### config.mk
export PLATFORM = sky130hd
export DESIGN_NAME = alu_iterative_exec_flat
export DESIGN_NICKNAME = d
export VERILOG_FILES = /design/src/rtl/alu_iterative_exec_if.sv /design/src/rtl/alu_iterative_exec.sv /design/src/flat_wrapper.sv
export SDC_FILE = /design/constraint.sdc
export NUM_CORES = 1
export LEC_CHECK = 0
export CORE_UTILIZATION = 60
export CTS_CLUSTER_SIZE = 14
export DETAILED_ROUTE_END_ITERATION = 8
export GPL_ROUTABILITY_DRIVEN = 1
export GPL_TIMING_DRIVEN = 0
export HOLD_SLACK_MARGIN = 0.15
export PLACE_DENSITY = 0.9
export SLEW_MARGIN = 15
export SYNTH_ARGS = -nofsm -noshare
export SYNTH_HDL_FRONTEND = slang
export SYNTH_SLANG_ARGS = --single-unit
### constraint.sdc
create_clock -name clk -period 7.42 [get_ports clk]
set_input_delay 1.484 -clock clk [delete_from_list [all_inputs] [get_ports clk]]
set_output_delay 1.484 -clock clk [all_outputs]
set_load 0.01 [all_outputs]
### src/rtl/alu_iterative_exec_if.sv
// Valid/ready operand and result channels of the iterative ALU.
// The master drives operands and accepts results; the slave is the execution unit.
interface alu_iterative_exec_if #(
  parameter int unsigned WIDTH = 32
);
  logic             in_valid;
  logic             in_ready;
  logic [3:0]       alu_control;
  logic [WIDTH-1:0] a;
  logic [WIDTH-1:0] b;
  logic             out_valid;
  logic             out_ready;
  logic [WIDTH-1:0] result;
  logic             zero;
  logic             err;

  modport master (
    output in_valid, alu_control, a, b, out_ready,
    input  in_ready, out_valid, result, zero, err
  );

  modport slave (
    input  in_valid, alu_control, a, b, out_ready,
    output in_ready, out_valid, result, zero, err
  );
endinterface

### src/rtl/alu_iterative_exec.sv
// Multicycle ALU: logic/arithmetic ops finish in one cycle, shifts iterate one bit per cycle.
// Accepts operands in IDLE and holds the result in DONE until the consumer takes it.
module alu_iterative_exec #(
  parameter int unsigned WIDTH   = 32,
  parameter int unsigned SHAMT_W = $clog2(WIDTH)
) (
  input logic                 clk,
  input logic                 rst_n,
  alu_iterative_exec_if.slave bus
);

  localparam logic [3:0] OpAdd  = 4'b0000;
  localparam logic [3:0] OpSub  = 4'b0001;
  localparam logic [3:0] OpAnd  = 4'b0010;
  localparam logic [3:0] OpOr   = 4'b0011;
  localparam logic [3:0] OpSlt  = 4'b0101;
  localparam logic [3:0] OpPass = 4'b0111;
  localparam logic [3:0] OpSrl  = 4'b1000;
  localparam logic [3:0] OpSra  = 4'b1001;
  localparam logic [3:0] OpSll  = 4'b1010;
  localparam logic [3:0] OpXor  = 4'b1100;
  localparam logic [3:0] OpSltu = 4'b1101;

  localparam logic [SHAMT_W-1:0] CountOne = SHAMT_W'(1);

  typedef enum logic [1:0] {
    StIdle,
    StShift,
    StDone
  } state_e;

  state_e             state_q, state_d;
  logic [3:0]         op_q, op_d;
  logic [WIDTH-1:0]   acc_q, acc_d;
  logic [SHAMT_W-1:0] count_q, count_d;
  logic               zero_q, zero_d;
  logic               err_q, err_d;

  logic [WIDTH-1:0]   alu_res;
  logic               alu_legal;
  logic               is_shift;
  logic [SHAMT_W-1:0] shamt;
  logic [WIDTH-1:0]   shift_next;
  logic               slt_res;
  logic               sltu_res;

  assign shamt    = bus.b[SHAMT_W-1:0];
  assign slt_res  = $signed(bus.a) < $signed(bus.b);
  assign sltu_res = bus.a < bus.b;

  // Single-cycle result for the incoming operands; shifts seed the accumulator with a.
  always_comb begin
    alu_res   = '0;
    alu_legal = 1'b1;
    is_shift  = 1'b0;
    case (bus.alu_control)
      OpAdd:  alu_res = bus.a + bus.b;
      OpSub:  alu_res = bus.a - bus.b;
      OpAnd:  alu_res = bus.a & bus.b;
      OpOr:   alu_res = bus.a | bus.b;
      OpXor:  alu_res = bus.a ^ bus.b;
      OpSlt:  alu_res = {{(WIDTH-1){1'b0}}, slt_res};
      OpSltu: alu_res = {{(WIDTH-1){1'b0}}, sltu_res};
      OpPass: alu_res = bus.b;
      OpSrl, OpSra, OpSll: begin
        is_shift = 1'b1;
        alu_res  = bus.a;
      end
      default: alu_legal = 1'b0;
    endcase
  end

  // One-bit step of the latched shift operation.
  always_comb begin
    case (op_q)
      OpSll:   shift_next = {acc_q[WIDTH-2:0], 1'b0};
      OpSra:   shift_next = {acc_q[WIDTH-1], acc_q[WIDTH-1:1]};
      default: shift_next = {1'b0, acc_q[WIDTH-1:1]};
    endcase
  end

  always_comb begin
    state_d = state_q;
    op_d    = op_q;
    acc_d   = acc_q;
    count_d = count_q;
    zero_d  = zero_q;
    err_d   = err_q;
    case (state_q)
      StIdle: begin
        if (bus.in_valid) begin
          op_d   = bus.alu_control;
          err_d  = ~alu_legal;
          acc_d  = alu_res;
          zero_d = (alu_res == '0);
          if (is_shift && (shamt != '0)) begin
            count_d = shamt;
            state_d = StShift;
          end else begin
            state_d = StDone;
          end
        end
      end
      StShift: begin
        acc_d   = shift_next;
        count_d = count_q - CountOne;
        if (count_q == CountOne) begin
          zero_d  = (shift_next == '0);
          state_d = StDone;
        end
      end
      StDone: begin
        if (bus.out_ready) begin
          state_d = StIdle;
        end
      end
      default: state_d = StIdle;
    endcase
  end

  always_ff @(posedge clk or negedge rst_n) begin
    if (!rst_n) begin
      state_q <= StIdle;
      op_q    <= '0;
      acc_q   <= '0;
      count_q <= '0;
      zero_q  <= 1'b0;
      err_q   <= 1'b0;
    end else begin
      state_q <= state_d;
      op_q    <= op_d;
      acc_q   <= acc_d;
      count_q <= count_d;
      zero_q  <= zero_d;
      err_q   <= err_d;
    end
  end

  assign bus.in_ready  = (state_q == StIdle);
  assign bus.out_valid = (state_q == StDone);
  assign bus.result    = acc_q;
  assign bus.zero      = zero_q;
  assign bus.err       = err_q;

endmodule

### src/flat_wrapper.sv
// flat-port wrapper written by rule: the top's interface ports become plain ports
module alu_iterative_exec_flat 
#(
  parameter int unsigned WIDTH   = 32,
  parameter int unsigned SHAMT_W = $clog2(WIDTH)
)
  (clk, rst_n, bus_in_valid, bus_alu_control, bus_a, bus_b, bus_out_ready, bus_in_ready, bus_out_valid, bus_result, bus_zero, bus_err);
  alu_iterative_exec_if #(.WIDTH(WIDTH)) bus_i ();
  input logic clk;
  input logic rst_n;
  input wire logic [$bits(bus_i.in_valid)-1:0] bus_in_valid;
  input wire logic [$bits(bus_i.alu_control)-1:0] bus_alu_control;
  input wire logic [$bits(bus_i.a)-1:0] bus_a;
  input wire logic [$bits(bus_i.b)-1:0] bus_b;
  input wire logic [$bits(bus_i.out_ready)-1:0] bus_out_ready;
  output wire logic [$bits(bus_i.in_ready)-1:0] bus_in_ready;
  output wire logic [$bits(bus_i.out_valid)-1:0] bus_out_valid;
  output wire logic [$bits(bus_i.result)-1:0] bus_result;
  output wire logic [$bits(bus_i.zero)-1:0] bus_zero;
  output wire logic [$bits(bus_i.err)-1:0] bus_err;
  assign bus_i.in_valid = bus_in_valid;
  assign bus_i.alu_control = bus_alu_control;
  assign bus_i.a = bus_a;
  assign bus_i.b = bus_b;
  assign bus_i.out_ready = bus_out_ready;
  assign bus_in_ready = bus_i.in_ready;
  assign bus_out_valid = bus_i.out_valid;
  assign bus_result = bus_i.result;
  assign bus_zero = bus_i.zero;
  assign bus_err = bus_i.err;
  alu_iterative_exec #(.WIDTH(WIDTH), .SHAMT_W(SHAMT_W)) u_core (.clk(clk), .rst_n(rst_n), .bus(bus_i));
endmodule
Yosys cells after proc, flatten, opt, wreduce, memory -nomap -nowiden. Cells that the tools add are included.

Memories kept: 0. Output and inout bits: 36. Bits in writable memories: 0. Bits in registers: 45. Bits in latches: 0. ROM bits: 0. Bits of input ports: 72. Logic and storage cells: 65.

$add $sub $neg: 3. Shifts and indexed selects: 0. Divide/modulo/power cells: 0. Equal/unequal tests: 19. Multiply operators: 0. Bitwise logic cells: 4. Reductions and logical operators: 14. Multiplexer cells: 17. Order comparisons: 2.

Operators by type and width (count): $pmux 32 s9 (1); $pmux 32 s2 (2); $logic_not 32->1 (2); $lt 32x32->1 (2); $add 32x32->32 (1); $and 32x32->32 (1); $mux 32 (1); $or 32x32->32 (1); $sub 32x32->32 (1); $xor 32x32->32 (1); $eq 4x4->1 const B (7); $reduce_or 11->1 (1); $mux 5 (2); $pmux 5 s2 (1); $reduce_and 3->1 (3); $eq 4x2->1 const B (2); $eq 4x3->1 const B (2); $mux 2 (4); $pmux 2 s3 (1); $eq 5x1->1 const B (1); $reduce_bool 5->1 (1); $sub 5x1->5 const B (1); $eq 4x1->1 const B (1); $logic_not 4->1 (1); other kinds (12) (18).

Longest topological paths before layout.
Depth in word-level cells: 7. Gate-level depth with buffers: 15. Gate-level depth less buffers: 15.

Worst setup path before layout. No wires, ideal clock.

Path type: input -> register. Start point: in bus_a[0]. End point: reg u_core.zero_q (netlist: u_core.bus.zero). Slack: 2.989 ns. Required time: 7.328 ns. Stages: 15. Library setup time: 0.092 ns. Buffers on the path: 0. Arrival: 4.339 ns. Cells stage by stage: inv_1 ha_1 fa_1 nor2_1 o311ai_2 a31oi_1 o31ai_4 o41ai_2 nor2_1 o31ai_2 nand3_1 a211o_1 nor4_1 nand4_1 o31ai_2.

Word-level cells in the longest chain between the ends: 5.

RTL lines: from (decl) (line flat_wrapper.sv:13) `input wire logic [$bits(bus_i.a)-1:0] bus_a;`; $sub 32x32->32 (tied with other cells) (line alu_iterative_exec.sv:58) `OpSub: alu_res = bus.a - bus.b;`; $pmux 32 s9 (*) (line alu_iterative_exec.sv:56) `case (bus.alu_control)`; $logic_not 32->1 (*) (line alu_iterative_exec.sv:95) `zero_d = (alu_res == '0);`; $mux 1 (*) (line alu_iterative_exec.sv:91) `if (bus.in_valid) begin`; $pmux 1 s2 (*) (line alu_iterative_exec.sv:89) `case (state_q)`; to (signal assigned) (line alu_iterative_exec.sv:134) `zero_q <= zero_d;`; to (decl) (line alu_iterative_exec.sv:36) `logic zero_q, zero_d;`.

Mark *: on every way between the ends. The rest lies on a longest branch, timed or not. The select of a mux whose other input is x is not followed. A chain may end at the register's enable or synchronous reset.

Worst setup path after layout.
Start point: in bus_b[1]. End point: reg u_core.zero_q (netlist: u_core.bus.zero).

Word-level cells in the longest chain between the ends: 5.

RTL lines: from (decl) (line flat_wrapper.sv:14) `input wire logic [$bits(bus_i.b)-1:0] bus_b;`; $sub 32x32->32 (tied with other cells) (line alu_iterative_exec.sv:58); $pmux 32 s9 (*) (line alu_iterative_exec.sv:56); $logic_not 32->1 (*) (line alu_iterative_exec.sv:95); $mux 1 (*) (line alu_iterative_exec.sv:91); $pmux 1 s2 (*) (line alu_iterative_exec.sv:89).

Marked as above.

==> run metrics <==
number of vias per cell=7.10; share of the synthesized area in the top cell type=0.145; post-route setup slack=approximately 1.4 ns; H-tree levels=2; actual slew at the worst max-slew pin=between 1 and 1.5 ns; Yosys reg bits=45; Async SR Flop Fraction=1.00; max-cap violations=0; vias in the first global route=9553; post_cts resized=0; cell area after synthesis=about 0.0085 mm²; Worst Path Required=7.61 ns; clock tree from TritonCTS=done; Critical Path Source Type=input port; Final Skew=0.0111 ns; routability cong.=~1.1; die height=~120 µm; wire per inst=around 23 µm; endpoints failing setup=0; Antenna diodes=0; final setup TNS=0 ns; RR Startpoint=u_core.state_q[0]; final wirelength=34100 µm; gr ovfl total=0; DP Worst Slack=1.48 ns; CTS Root Cell=clkbuf_16; Buf/Inv on CP=2; Worst Hold Path Cells=2; RSZ-0062 raised after global routing=no; Clock Sink Count=45; initial drt markers=1488; crit-path max FO=6; worst flop-to-flop path endpoint=u_core.bus.zero; met3 WL post-DR=4650 µm; Achievable Freq=around 170 MHz; critical path class=input port to flop; drc violations=0; CP Cell Sequence=clkdlybuf4s50_1 > inv_1 > ha_1 > nor3_2 > o311ai_2 > a211oi_2 > o41ai_1 > o21ai_0 > a221oi_1 > and3_1 > nand4_1 > nor4_1 > nand4_1 > o31ai_2; fill count=1159; Reg2Reg Setup Slack=3.66 ns; number of synthesized flops with an enable pin=0; relative slew slack=0.193; met2 wire len=14500 µm; Initial Util=0.614; fin crit share=0.808; CTS hold repair buffers=0; synthesized area per cell=7.14 µm²; Synth Instances=1189; min-delay src=u_core.op_q[2]; Post-DRT Antenna Nets=0; clk slew on worst S/H paths=0.06 ns; total track usage=0.460; clock period minus final worst setup slack=roughly 6.0 ns; Worst path max stage delay=0.85 ns; reg2reg path depth=12; first-pass GRT wire length=~52000 µm; postcts setup bufs=0; wl on met1=13100 µm; largest net degree at the start of global routing=25; initial antenna violation count=1; Multi-input gate area=0.00666 mm²; highest metal used=met4; worst hold endpoint=u_core.op_q[2]; Max Slew Vio Count=0; Skew-Pair Late Insertion Delay=0.29 ns; Port Buffer Count=107; Yosys Warn Count=0; Die ar.=0.0146 mm²; Worst EP arrival=6.19 ns; worst vdd ir=0.137 mV; TritonRoute pass-1 iters=6; Crit path max-delay family=compound AO/OA/AOI/OAI gates; # rows=between 40 and 50; cell taking the most area after synthesis=ha_1; Seq/Total Area, Yosys=0.133; Register Area=0.00113 mm²; slowest CP cell=a221oi_1; PD cells=~200 mW/mm²; # IOs=roughly 110; Synth cell types=92; DP Wirelength=26600 µm; most used cell, CP=nand4_1; worst min path class=flop to flop; endpoint type of the worst setup path=flop; syn_nets=around 1400; outcome=completed; final hold vios=0; Die Width=between 100 and 150 µm; clk buf depth=2; CORE AREA=between 0.01 and 0.015 mm²; Final nets=~1500; layout cells sized above 1=0.0658; Leak=between 4 and 5 nW; vias=about 11000; top cells by area, synth=ha_1, dfrtp_1, a21oi_1; Inserted Clock Buffers=5; Area growth syn-to-layout=17.9%; top_reg_cell synth=dfrtp_1
[worst max-delay path by stage]
stage	endpoint	slack (ns)	cells past startpoint	start
floorplan	u_core.bus.zero	2.99	15	bus_a[0]
global route	u_core.bus.zero	1.43	16	bus_b[10]
global placement	u_core.bus.zero	1.11	11	bus_alu_control[0]
CTS	u_core.bus.zero	1.75	14	bus_b[1]
detailed placement	u_core.bus.zero	1.48	14	bus_b[1]
finish	u_core.bus.zero	1.43	14	bus_b[1]
[synth_stat cells (all sizes together), types with 7 or more instances]
| library cell | count |
|---|---|
| o221ai | 15 |
| a211oi | 18 |
| nand4 | 18 |
| a32oi | 8 |
| a22oi | 25 |
| nor2 | 118 |
| o211ai | 16 |
| o31ai | 14 |
| and3 | 7 |
| nor3 | 35 |
| ha | 98 |
| a21o | 18 |
| buf | 24 |
| a21oi | 100 |
| inv | 101 |
| and2 | 7 |
| nand2 | 94 |
| o21ai | 99 |
| mux2i | 35 |
| nand3 | 22 |
| a221o | 13 |
| o21a | 8 |
| a221oi | 18 |
| nor2b | 14 |
| a31oi | 18 |
| nand2b | 10 |
| nor4 | 18 |
| or2 | 9 |
| clkbuf | 54 |
| dfrtp | 45 |
| a211o | 7 |
[area by class of cell]
class / instances / share of cell area
Buffer: 78 / 0.0331
Clock buffer: 7 / 0.0143
Clock inverter: 1 / 0.00300
Inverter: 102 / 0.0383
Multi-Input combinational cell: 964 / 0.665
Sequential cell: 45 / 0.113
Tap cell: 180 / 0.0225
Timing Repair Buffer: 110 / 0.111
[cell usage in the layout (no fill, tap or decap), types with 21 or more instances in the layout]
master	count
nor2_1	113
clkdlybuf4s50_1	106
inv_1	99
a21oi_1	98
ha_1	98
nand2_1	93
o21ai_0	92
clkbuf_1	55
dfrtp_1	45
mux2i_1	35
nor3_1	33
a22oi_1	24
nand3_1	21
[kinds of logic (layout without fill, tap and decap cells)]
logic type,after synthesis,count (layout),synth area share
compound gates,441,441,0.360
xor+xnor,6,6,0.00619
fa+ha+maj,100,100,0.149
buf+inv,180,298,0.0842
flops,45,45,0.133
mux,40,40,0.0479
simple gates,377,377,0.219
[state kept, by name (all words and copies together), names as in the netlist]
| signal | flops |
|---|---|
| u_core.op_q | 4 |
| u_core.state_q | 2 |
| u_core.bus.result | 32 |
| u_core.bus.err | 1 |
| u_core.bus.zero | 1 |
| u_core.count_q | 5 |
[stage by stage]
step	util	std cells	cell area [µm²]	hold slack [ns]	power, mW
global placement	0.707	1476	9780	0.465	1.66
floorplan	-	1189	8480	0.450	1.19
finish	0.723	1487	10000	0.485	2.02
CTS	0.723	1487	10000	0.489	1.97
detailed placement	0.711	1479	9830	0.475	1.70
global route	0.723	1487	10000	0.508	2.13
[where the power goes]
part / internal [mW] / switching, mW / leakage (nW) / total, mW
combinational: 0.527 / 0.740 / 3.60 / 1.27
clock: 0.168 / 0.0951 / 0.0841 / 0.264
sequential: 0.355 / 0.136 / 0.572 / 0.492
total: 1.05 / 0.971 / 4.26 / 2.02
[layer usage]
layer / vias up / track usage
li1: 4636 / -
met4: 0 / 0.247
met1: 4885 / 0.600
met3: 177 / 0.115
met5: - / 0
met2: 854 / 0.694
[worst register-to-register path: cells and delay by family (launching register included)]
family	cells	cell delay, ns
simple gates	9	2.41
compound gates	1	0.21
flops	1	0.36
buf+inv	2	0.68
(Power assumes the default switching activity.)
